[src/rtl/dmem_pkg.sv]
// Shared types and constants for the data-memory responder and its block array.
package dmem_pkg;

  typedef enum logic [1:0] {
    IDLE   = 2'd0,
    ACCESS = 2'd1,
    DONE   = 2'd2,
    WPOST  = 2'd3
  } dmem_state_e;

  localparam int DMEM_LAT_DEFAULT = 5;
  localparam int DMEM_CNT_W       = 8;

endpackage

[src/rtl/dmem_array.sv]
// Block storage: one synchronous write port, one combinational read port,
// every block cleared by the asynchronous active-low reset.
module dmem_array #(
  parameter int ADDR_W = 6,
  parameter int DATA_W = 32
) (
  input  logic              clk_i,
  input  logic              rst_ni,
  input  logic              we_i,
  input  logic [ADDR_W-1:0] waddr_i,
  input  logic [DATA_W-1:0] wdata_i,
  input  logic [ADDR_W-1:0] raddr_i,
  output logic [DATA_W-1:0] rdata_o
);

  localparam int DEPTH = 2 ** ADDR_W;

  logic [DATA_W-1:0] mem_q [DEPTH];

  // Storage update; reset clears every block so no partial write survives.
  always_ff @(posedge clk_i or negedge rst_ni) begin
    if (!rst_ni) begin
      for (int i = 0; i < DEPTH; i++) begin
        mem_q[i] <= '0;
      end
    end else if (we_i) begin
      mem_q[waddr_i] <= wdata_i;
    end else begin
      mem_q[waddr_i] <= mem_q[waddr_i];
    end
  end

  assign rdata_o = mem_q[raddr_i];

endmodule

[src/rtl/data_mem_responder.sv]
// Fixed-latency block memory responder for the data cache fill/write-back port.
// Optional posted writes are enabled with `define DMEM_POSTED_WRITE_EN.
module data_mem_responder
  import dmem_pkg::*;
#(
  parameter int ADDR_W  = 6,
  parameter int DATA_W  = 32,
  parameter int LATENCY = DMEM_LAT_DEFAULT
) (
  input  logic              CLK,
  input  logic              RESET,
  input  logic              mem_read,
  input  logic              mem_write,
  input  logic [ADDR_W-1:0] mem_address,
  input  logic [DATA_W-1:0] mem_writedata,
  output logic [DATA_W-1:0] mem_readdata,
  output logic              mem_busywait
);

  localparam logic [DMEM_CNT_W-1:0] LAT_M1 = DMEM_CNT_W'(LATENCY - 1);

  dmem_state_e           state_q;
  logic [DMEM_CNT_W-1:0] cnt_q;
  logic                  op_wr_q;
  logic [ADDR_W-1:0]     addr_q;
  logic [DATA_W-1:0]     wdata_q;
  logic [DATA_W-1:0]     rdata_q;
  logic [DATA_W-1:0]     arr_rdata_s;
  logic                  we_s;
  logic                  busy_s;
  logic                  cnt_zero_s;

  assign cnt_zero_s = (cnt_q == {DMEM_CNT_W{1'b0}});

  dmem_array #(
    .ADDR_W (ADDR_W),
    .DATA_W (DATA_W)
  ) u_array (
    .clk_i   (CLK),
    .rst_ni  (RESET),
    .we_i    (we_s),
    .waddr_i (addr_q),
    .wdata_i (wdata_q),
    .raddr_i (addr_q),
    .rdata_o (arr_rdata_s)
  );

  // Stall and array write strobe derived from the current state.
  always_comb begin
    busy_s = 1'b0;
    we_s   = 1'b0;
    case (state_q)
      IDLE: begin
`ifdef DMEM_POSTED_WRITE_EN
        busy_s = mem_read & ~mem_write;
`else
        busy_s = mem_read | mem_write;
`endif
      end
      ACCESS: begin
        busy_s = 1'b1;
        we_s   = op_wr_q & cnt_zero_s;
      end
      DONE: begin
        busy_s = 1'b0;
      end
      WPOST: begin
        busy_s = mem_read | mem_write;
        we_s   = cnt_zero_s;
      end
      default: begin
        busy_s = 1'b0;
        we_s   = 1'b0;
      end
    endcase
  end

  // Request FSM, latency counter, request latch and read-data register.
  always_ff @(posedge CLK or negedge RESET) begin
    if (!RESET) begin
      state_q <= IDLE;
      cnt_q   <= '0;
      op_wr_q <= 1'b0;
      addr_q  <= '0;
      wdata_q <= '0;
      rdata_q <= '0;
    end else begin
      case (state_q)
        IDLE: begin
          if (mem_read || mem_write) begin
            op_wr_q <= mem_write;
            addr_q  <= mem_address;
            wdata_q <= mem_writedata;
            cnt_q   <= LAT_M1;
`ifdef DMEM_POSTED_WRITE_EN
            state_q <= mem_write ? WPOST : ACCESS;
`else
            state_q <= ACCESS;
`endif
          end
        end
        ACCESS: begin
          if (cnt_zero_s) begin
            if (!op_wr_q) begin
              rdata_q <= arr_rdata_s;
            end
            state_q <= DONE;
          end else begin
            cnt_q <= cnt_q - 8'd1;
          end
        end
        DONE: begin
          state_q <= IDLE;
        end
        WPOST: begin
          if (cnt_zero_s) begin
            state_q <= IDLE;
          end else begin
            cnt_q <= cnt_q - 8'd1;
          end
        end
        default: begin
          state_q <= IDLE;
        end
      endcase
    end
  end

  assign mem_readdata = rdata_q;
  assign mem_busywait = busy_s;

endmodule

[config.mk]
export PLATFORM = sky130hd
export DESIGN_NAME = data_mem_responder
export DESIGN_NICKNAME = d
export VERILOG_FILES = /design/src/rtl/dmem_pkg.sv /design/src/rtl/dmem_array.sv /design/src/rtl/data_mem_responder.sv
export SDC_FILE = /design/constraint.sdc
export NUM_CORES = 2
export LEC_CHECK = 0
export BUFFER_PORTS_ARGS = -buffer_cell sky130_fd_sc_hd__buf_4
export CAP_MARGIN = 15
export CELL_PAD_IN_SITES_DETAIL_PLACEMENT = 1
export CELL_PAD_IN_SITES_GLOBAL_PLACEMENT = 2
export CORE_ASPECT_RATIO = 1.1
export CORE_MARGIN = 5
export CORE_UTILIZATION = 47
export CTS_CLUSTER_SIZE = 16
export DETAILED_ROUTE_END_ITERATION = 8
export PLACE_DENSITY_LB_ADDON = 0.1
export REMOVE_ABC_BUFFERS = 1
export SLEW_MARGIN = 20
export SYNTH_ARGS = -nofsm -noshare
export SYNTH_HDL_FRONTEND = slang
export SYNTH_HIERARCHICAL = 1
export SYNTH_SLANG_ARGS = --single-unit
[constraint.sdc]
create_clock -name CLK -period 6.15 [get_ports CLK]
set_clock_uncertainty 0.1 [all_clocks]
set_input_delay 1.23 -clock CLK [delete_from_list [all_inputs] [get_ports CLK]]
set_output_delay 1.23 -clock CLK [all_outputs]
set_load 0.005 [all_outputs]
Word-level counts from Yosys, hierarchy flattened
Index checks and enable logic that the tools add are counted.
W data, S select, Z words.
- add/subtract/negate cells: 1
- $lt $le $gt $ge: 2
- equal/unequal tests: 7
- muxes and demuxes: 17
- bitwise gates (word level): 4
- reduce and logical (&&, ||, !) cells: 11
- operators with widths (kind ; number):
    $bwmux W2048 ; 2
    $mux W2048 ; 1
    $bmux W32 S6 ; 1
    $demux W32 S6 ; 1
    $mux W32 ; 3
    $mux W8 ; 2
    $pmux W8 S2 ; 1
    $reduce_and A3 Y1 ; 3
    $logic_not A8 Y1 ; 1
    $ne A2 B2 Y1 const B ; 4
    $pmux W2 S4 ; 1
    $sub A8 B1 Y8 const B ; 1
    $ge A7 B7 Y1 const B ; 1
    $lt A7 B1 Y1 const B ; 1
    $not A6 Y7 ; 1
    $mux W2 ; 3
    $eq A2 B2 Y1 const B ; 2
    $reduce_or A2 Y1 ; 2
    $pmux W1 S3 ; 1
    $eq A2 B1 Y1 const B ; 1
    $logic_not A2 Y1 ; 1
    $pmux W1 S2 ; 1
    $reduce_and A2 Y1 ; 1
    $reduce_bool A2 Y1 ; 1
    5 further kinds ; 5
- register bits: 2129
- input bits: 42
- output and inout port bits: 33
- logic and storage cells: 112

Logic depth before layout (Yosys ltp)
- depth in word-level cells: 7
- gate-level depth with buffers: 16
- mapped depth without buffers: 10

Modules after synthesis
Netlist, hierarchy kept.
- modules (own cells, without submodules) (module ; times used ; cells an instance ; area an instance (µm²) ; seq. area each (µm²)):
    dmem_array ; 1 ; 9779 ; 105682.6 ; 51249.2
    data_mem_responder ; 1 ; 220 ; 3412.0 ; 2026.9

Worst setup path before layout
No wires, ideal clock.
- path kind: reg2reg
- start: reg cnt_q[0]
- end: reg u_array/mem_q[1027] in the netlist's numbering
- library setup time: 0.133 ns
- data arrival time: 2.968 ns
- data required time: 5.917 ns
- slack: 2.948 ns
- stages on the path, launching flop included: 13
- buffers on the path: 5
- period minus slack after synthesis: 3.202 ns
- cell sequence: dfrtp_1 inv_1 ha_1 or4b_4 nor3_1 clkbuf_1 inv_1 clkbuf_1 buf_1 buf_2 o32ai_2 clkbuf_1 o21ai_0
- cells in the longest elaborated chain, start to end: 4
- ends and longest elaborated chain (element ; line ; text):
    start, declared ; data_mem_responder.sv:23 ; logic [DMEM_CNT_W-1:0] cnt_q;
    start signal, assigned ; data_mem_responder.sv:109 ; cnt_q <= cnt_q - 8'd1;
    start signal, assigned ; data_mem_responder.sv:119 ; cnt_q <= cnt_q - 8'd1;
    $logic_not A8 Y1 * ; data_mem_responder.sv:33 ; assign cnt_zero_s = (cnt_q == {DMEM_CNT_W{1'b0}});
    $and A1 B1 Y1 ; data_mem_responder.sv:62 ; we_s = op_wr_q & cnt_zero_s;
    $pmux W1 S2 * ; data_mem_responder.sv:52 ; case (state_q)
    via we_s ; data_mem_responder.sv:29 ; logic we_s;
    $mux W2048 * ; dmem_array.sv:26 ; end else if (we_i) begin
    end signal, assigned by index ; dmem_array.sv:27 ; mem_q[waddr_i] <= wdata_i;
    end signal, assigned by index ; dmem_array.sv:29 ; mem_q[waddr_i] <= mem_q[waddr_i];
    end, declared ; dmem_array.sv:18 ; logic [DATA_W-1:0] mem_q [DEPTH];
The timed path passes the listed nets; every way through them passes the cells marked *.
A chain may end at the register's enable or synchronous reset.

Final worst setup path
- start: reg addr_q[2]
- end: reg u_array/mem_q[790] in the netlist's numbering
- cells in the longest elaborated chain, start to end: 7
- elaborated cells on any way between the ends: 12
- classes of those cells: order compare (2); mux (8); bitwise (1); reduce/logical (1)
- ends and longest elaborated chain (element ; line ; text):
    start, declared ; data_mem_responder.sv:25 ; logic [ADDR_W-1:0] addr_q;
    start signal, assigned ; data_mem_responder.sv:92 ; addr_q <= mem_address;
    $not A6 Y7 (implied by the code) * ; dmem_array.sv:27, dmem_array.sv:29 ;
    $ge A7 B7 Y1 (implied by the code) or $lt A7 B1 Y1 (tied branches) ; dmem_array.sv:27, dmem_array.sv:29 ;
    $logic_and A1 B1 Y1 (implied by the code) ; dmem_array.sv:27, dmem_array.sv:29 ;
    $mux W32 (implied by the code) ; dmem_array.sv:27, dmem_array.sv:29 ;
    $demux W32 S6 ; dmem_array.sv:27, dmem_array.sv:29 ;
    $bwmux W2048 (on tied branches) ; dmem_array.sv:29, dmem_array.sv:27 ;
    $mux W2048 * ; dmem_array.sv:26 ;
Mark *: on every way between the ends. The rest lies on a longest branch, timed or not. The select of a mux whose other input is x is not followed.

==> results.py <==
metrics = {
    "detailed_routing": {
        "vias": 89480,
        "ant_nets": 0,
        "dr_wl_met2_um": 216000,
        "drt_iter0_markers": 10410,
        "drt_pass1_iterations": 6,
        "routed_wl_um": 485900,
        "via_per_inst": 6.912,
        "highest_layer": "met5",
        "wl_per_cell_um": 37.54,
        "wl_met3_um": 48060,
        "met1_length_um": 187400,
        "drc": 0,
    },
    "grt": {
        "grt_first_pass_wirelength_um": 691700,
        "antenna_found_initial": 38,
        "track_usage_pct": 39.76,
        "grt_pass1_vias": 91390,
        "grt.overflow.total": 0,
        "grt_max_degree": 167,
    },
    "clocking": {
        "clock_latency_ns": 0.90,
        "postCtsSetupBuffers": 0,
        "cts_made_buffers": 231,
        "cts_tree": "built",
        "clock-sinks": 2129,
        "htreeDepth": 4,
        "clockBufferDepth": 3,
        "cts_hold_buf": 0,
        "cts_resized": 0,
        "clk_pin_slew_worst_paths_ns": 0.06,
        "clock_tree.root_cell": "clkbuf_16",
    },
    "placement": {
        "dp_hpwl_um": 294200,
        "routabilityCongestion": 0.9022,
        "dpl.cell_count": 12500,
        "placed_cell_area_um2": 113300,
        "portBuffers": 74,
    },
    "hold_path": {
        "worst_hold_path_type": "in -> async",
    },
    "floorplan": {
        "die_h_um": 515.3,
        "io-pin-count": 75,
        "die_area_um2": 241900,
        "coreArea_um2": 231000,
        "start_util_pct": 47.23,
        "die_x_um": 469.4,
        "rows": 185,
    },
    "power": {
        "intPower_w": 0.03912,
        "totalPowerFinal_w": 0.07239,
        "p_switching_w": 0.03327,
        "pwr_density_cell_nw_per_um2": 597.7,
        "clockPowerShare_pct": 20.0,
        "combPwrFrac_pct": 48.1,
        "seqPwrFrac_pct": 32.0,
        "p_leak_nw": 51.69,
        "irDropWorstVdd_mv": 0.6771,
        "p_sw_share_pct": 45.97,
    },
    "sta": {
        "rsz0062_at_grt": "no",
        "min_period_ns": 4.672,
        "slew_violations": 0,
        "setup_viol": 0,
        "period_share_pct": 75.96,
        "tightestPinTransition_ns": 1.238,
        "slew-limit-headroom_pct": 17.47,
        "max_freq_ghz": 0.2141,
        "hold_viol_final": 0,
        "tns_ns": 0,
    },
    "worst_setup_path": {
        "critPathArrivalTime_ns": 5.31,
        "critical-path-top-delay-family": "compound AO/OA/AOI/OAI gates",
        "path_max_fanout": 45,
        "crit_path_end_kind": "flip-flop",
        "cpPeakStageDelay_ns": 0.76,
        "slowest_stage": "dfrtp_4",
        "startpoint": "addr_q[2]",
        "reg2reg_from": "addr_q[2]",
        "crit_required_ns": 6.79,
        "crit_chain": "and2_2 -> buf_4 -> a221oi_1 -> o22ai_1 -> a2111oi_0 -> nand4_1 -> o21ai_4 -> buf_4 -> o21ai_0",
        "worstRegToRegCells": 9,
        "critPathBufInv": 2,
        "reg2reg_to": "u_array/mem_q[790]",
        "criticalPathCategory": "reg -> reg",
        "rrSetupSlack_ns": 1.48,
        "critPathMostFrequentCell": "buf_4",
        "cp-start-kind": "flip-flop",
    },
    "synth": {
        "synthArstFlopShare_pct": 100.0,
        "synth-edff-count": 0,
        "ys_warn_count": 6,
        "yosysUniqueCellTypes": 84,
        "postSynthCellCount": 9999,
        "yosysSeqAreaShare_pct": 48.83,
        "syn_avg_cell_area_um2": 10.91,
        "ys.flop_type": "dfrtp_1",
        "synth-seq-cells": 2129,
        "netlist_area_um2": 109100,
    },
    "layout": {
        "register_area_um2": 53300,
        "final_area_um2": 121100,
        "finalNonFillerCells": 12940,
        "nNetsFinal": 9694,
        "finish.utilization_pct": 52.43,
        "final_common_cell": "nand2_1",
        "fill_cells": 24190,
        "area_growth_pct": 11.02,
        "layout-drive-gt1-share_pct": 20.73,
        "final_cell_mix": "2159 x nand2_1, 2123 x dfrtp_1, 2084 x o21ai_0",
        "multi_input_area_um2": 51840,
    },
    "run": {
        "max_cap_violations": 0,
    },
    "status": {
        "outcome": "completed",
    },
}
cells by family after synthesis:
logic type / count (synthesis) / synth area share [%]
buffers and inverters: 1053 / 4.484
muxes: 1326 / 21.38
and+or+nand+nor: 2421 / 8.685
DFF: 2129 / 48.83
adders and majority gates: 7 / 0.08028
AOI/OAI and AO/OA: 3063 / 16.54
metal layers:
layer  up-vias  global-route usage [%]
li1      35860                       -
met1     47140                   52.08
met2      4987                   60.60
met3      1475                   9.519
met4        14                   23.57
met5         -                       0
sequential cells by signal (all words and copies together) (netlist names):
| name | flops |
|---|---|
| u_array/mem_q | 2048 |
| cnt_q | 8 |
| state_q | 2 |
| op_wr_q | 1 |
| wdata_q | 32 |
| addr_q | 6 |
| mem_readdata | 32 |
worst reg2reg max path: cells and delay by family, from the launching register on:
kind                   cells  cell delay [ns]
AND/OR/NAND/NOR            2             1.05
flip-flops                 1             0.76
AO/OA/AOI/OAI              5             1.66
buffers and inverters      2             0.97
worst max-delay path by stage:
stage	end	cells after the start
floorplan	u_array/mem_q[1759]	7
global placement	u_array/mem_q[2038]	10
detailed placement	u_array/mem_q[214]	10
CTS	u_array/mem_q[790]	10
global route	u_array/mem_q[630]	10
finish	u_array/mem_q[790]	9
layout make-up:
type | instances | share of cell area (%)
well taps | 3085 | 3.187
clock inverters | 68 | 0.6653
diodes | 23 | 0.04752
multi-input cells | 6817 | 42.80
clock buffers | 356 | 5.703
flip-flops and latches | 2129 | 44.01
inverters | 12 | 0.05165
repair buffers | 454 | 3.535
cells in the mapped netlist, types with 28 or more instances:
| cell type | count | share of area [%] |
|---|---|---|
| buf_6 | 55 | 0.57 |
| mux2_2 | 175 | 1.8 |
| a22oi_1 | 114 | 0.78 |
| nor2_1 | 58 | 0.20 |
| nor2b_1 | 28 | 0.16 |
| o21ai_2 | 92 | 0.74 |
| dfrtp_1 | 2129 | 49 |
| a221oi_1 | 201 | 1.6 |
| o221ai_1 | 30 | 0.24 |
| buf_1 | 57 | 0.20 |
| clkbuf_2 | 50 | 0.23 |
| o22ai_1 | 178 | 1.0 |
| o21ai_0 | 2085 | 9.6 |
| clkbuf_1 | 692 | 2.4 |
| mux2i_1 | 343 | 3.1 |
| a21oi_1 | 104 | 0.48 |
| mux2_4 | 30 | 0.41 |
| nand2_1 | 2228 | 7.7 |
| buf_4 | 32 | 0.22 |
| a22o_1 | 33 | 0.26 |
| mux4_2 | 773 | 16 |
| a211oi_1 | 54 | 0.37 |
| buf_2 | 143 | 0.66 |
power groups by stage:
stage,registers (W),logic (W),clock network (W)
2_1_floorplan,0.0219,0.0152,0
3_3_place_gp,0.0228,0.0331,0
3_5_place_dp,0.0232,0.0339,0
4_1_cts,0.0230,0.0340,0.0146
5_1_grt,0.0236,0.0363,0.0152
6_report,0.0232,0.0348,0.0144
through the flow:
| step | hold slack (ns) | setup slack, ns |
|---|---|---|
| final | 0.2293 | 1.478 |
| after global routing | 0.2391 | 1.362 |
| after CTS | 0.1859 | 1.499 |
| after detailed placement | 0.3833 | 1.538 |
| after global placement | 0.3739 | 1.625 |
| after floorplan | 0.3467 | -42.66 |
No activity file was read; power rests on OpenSTA's default activity.
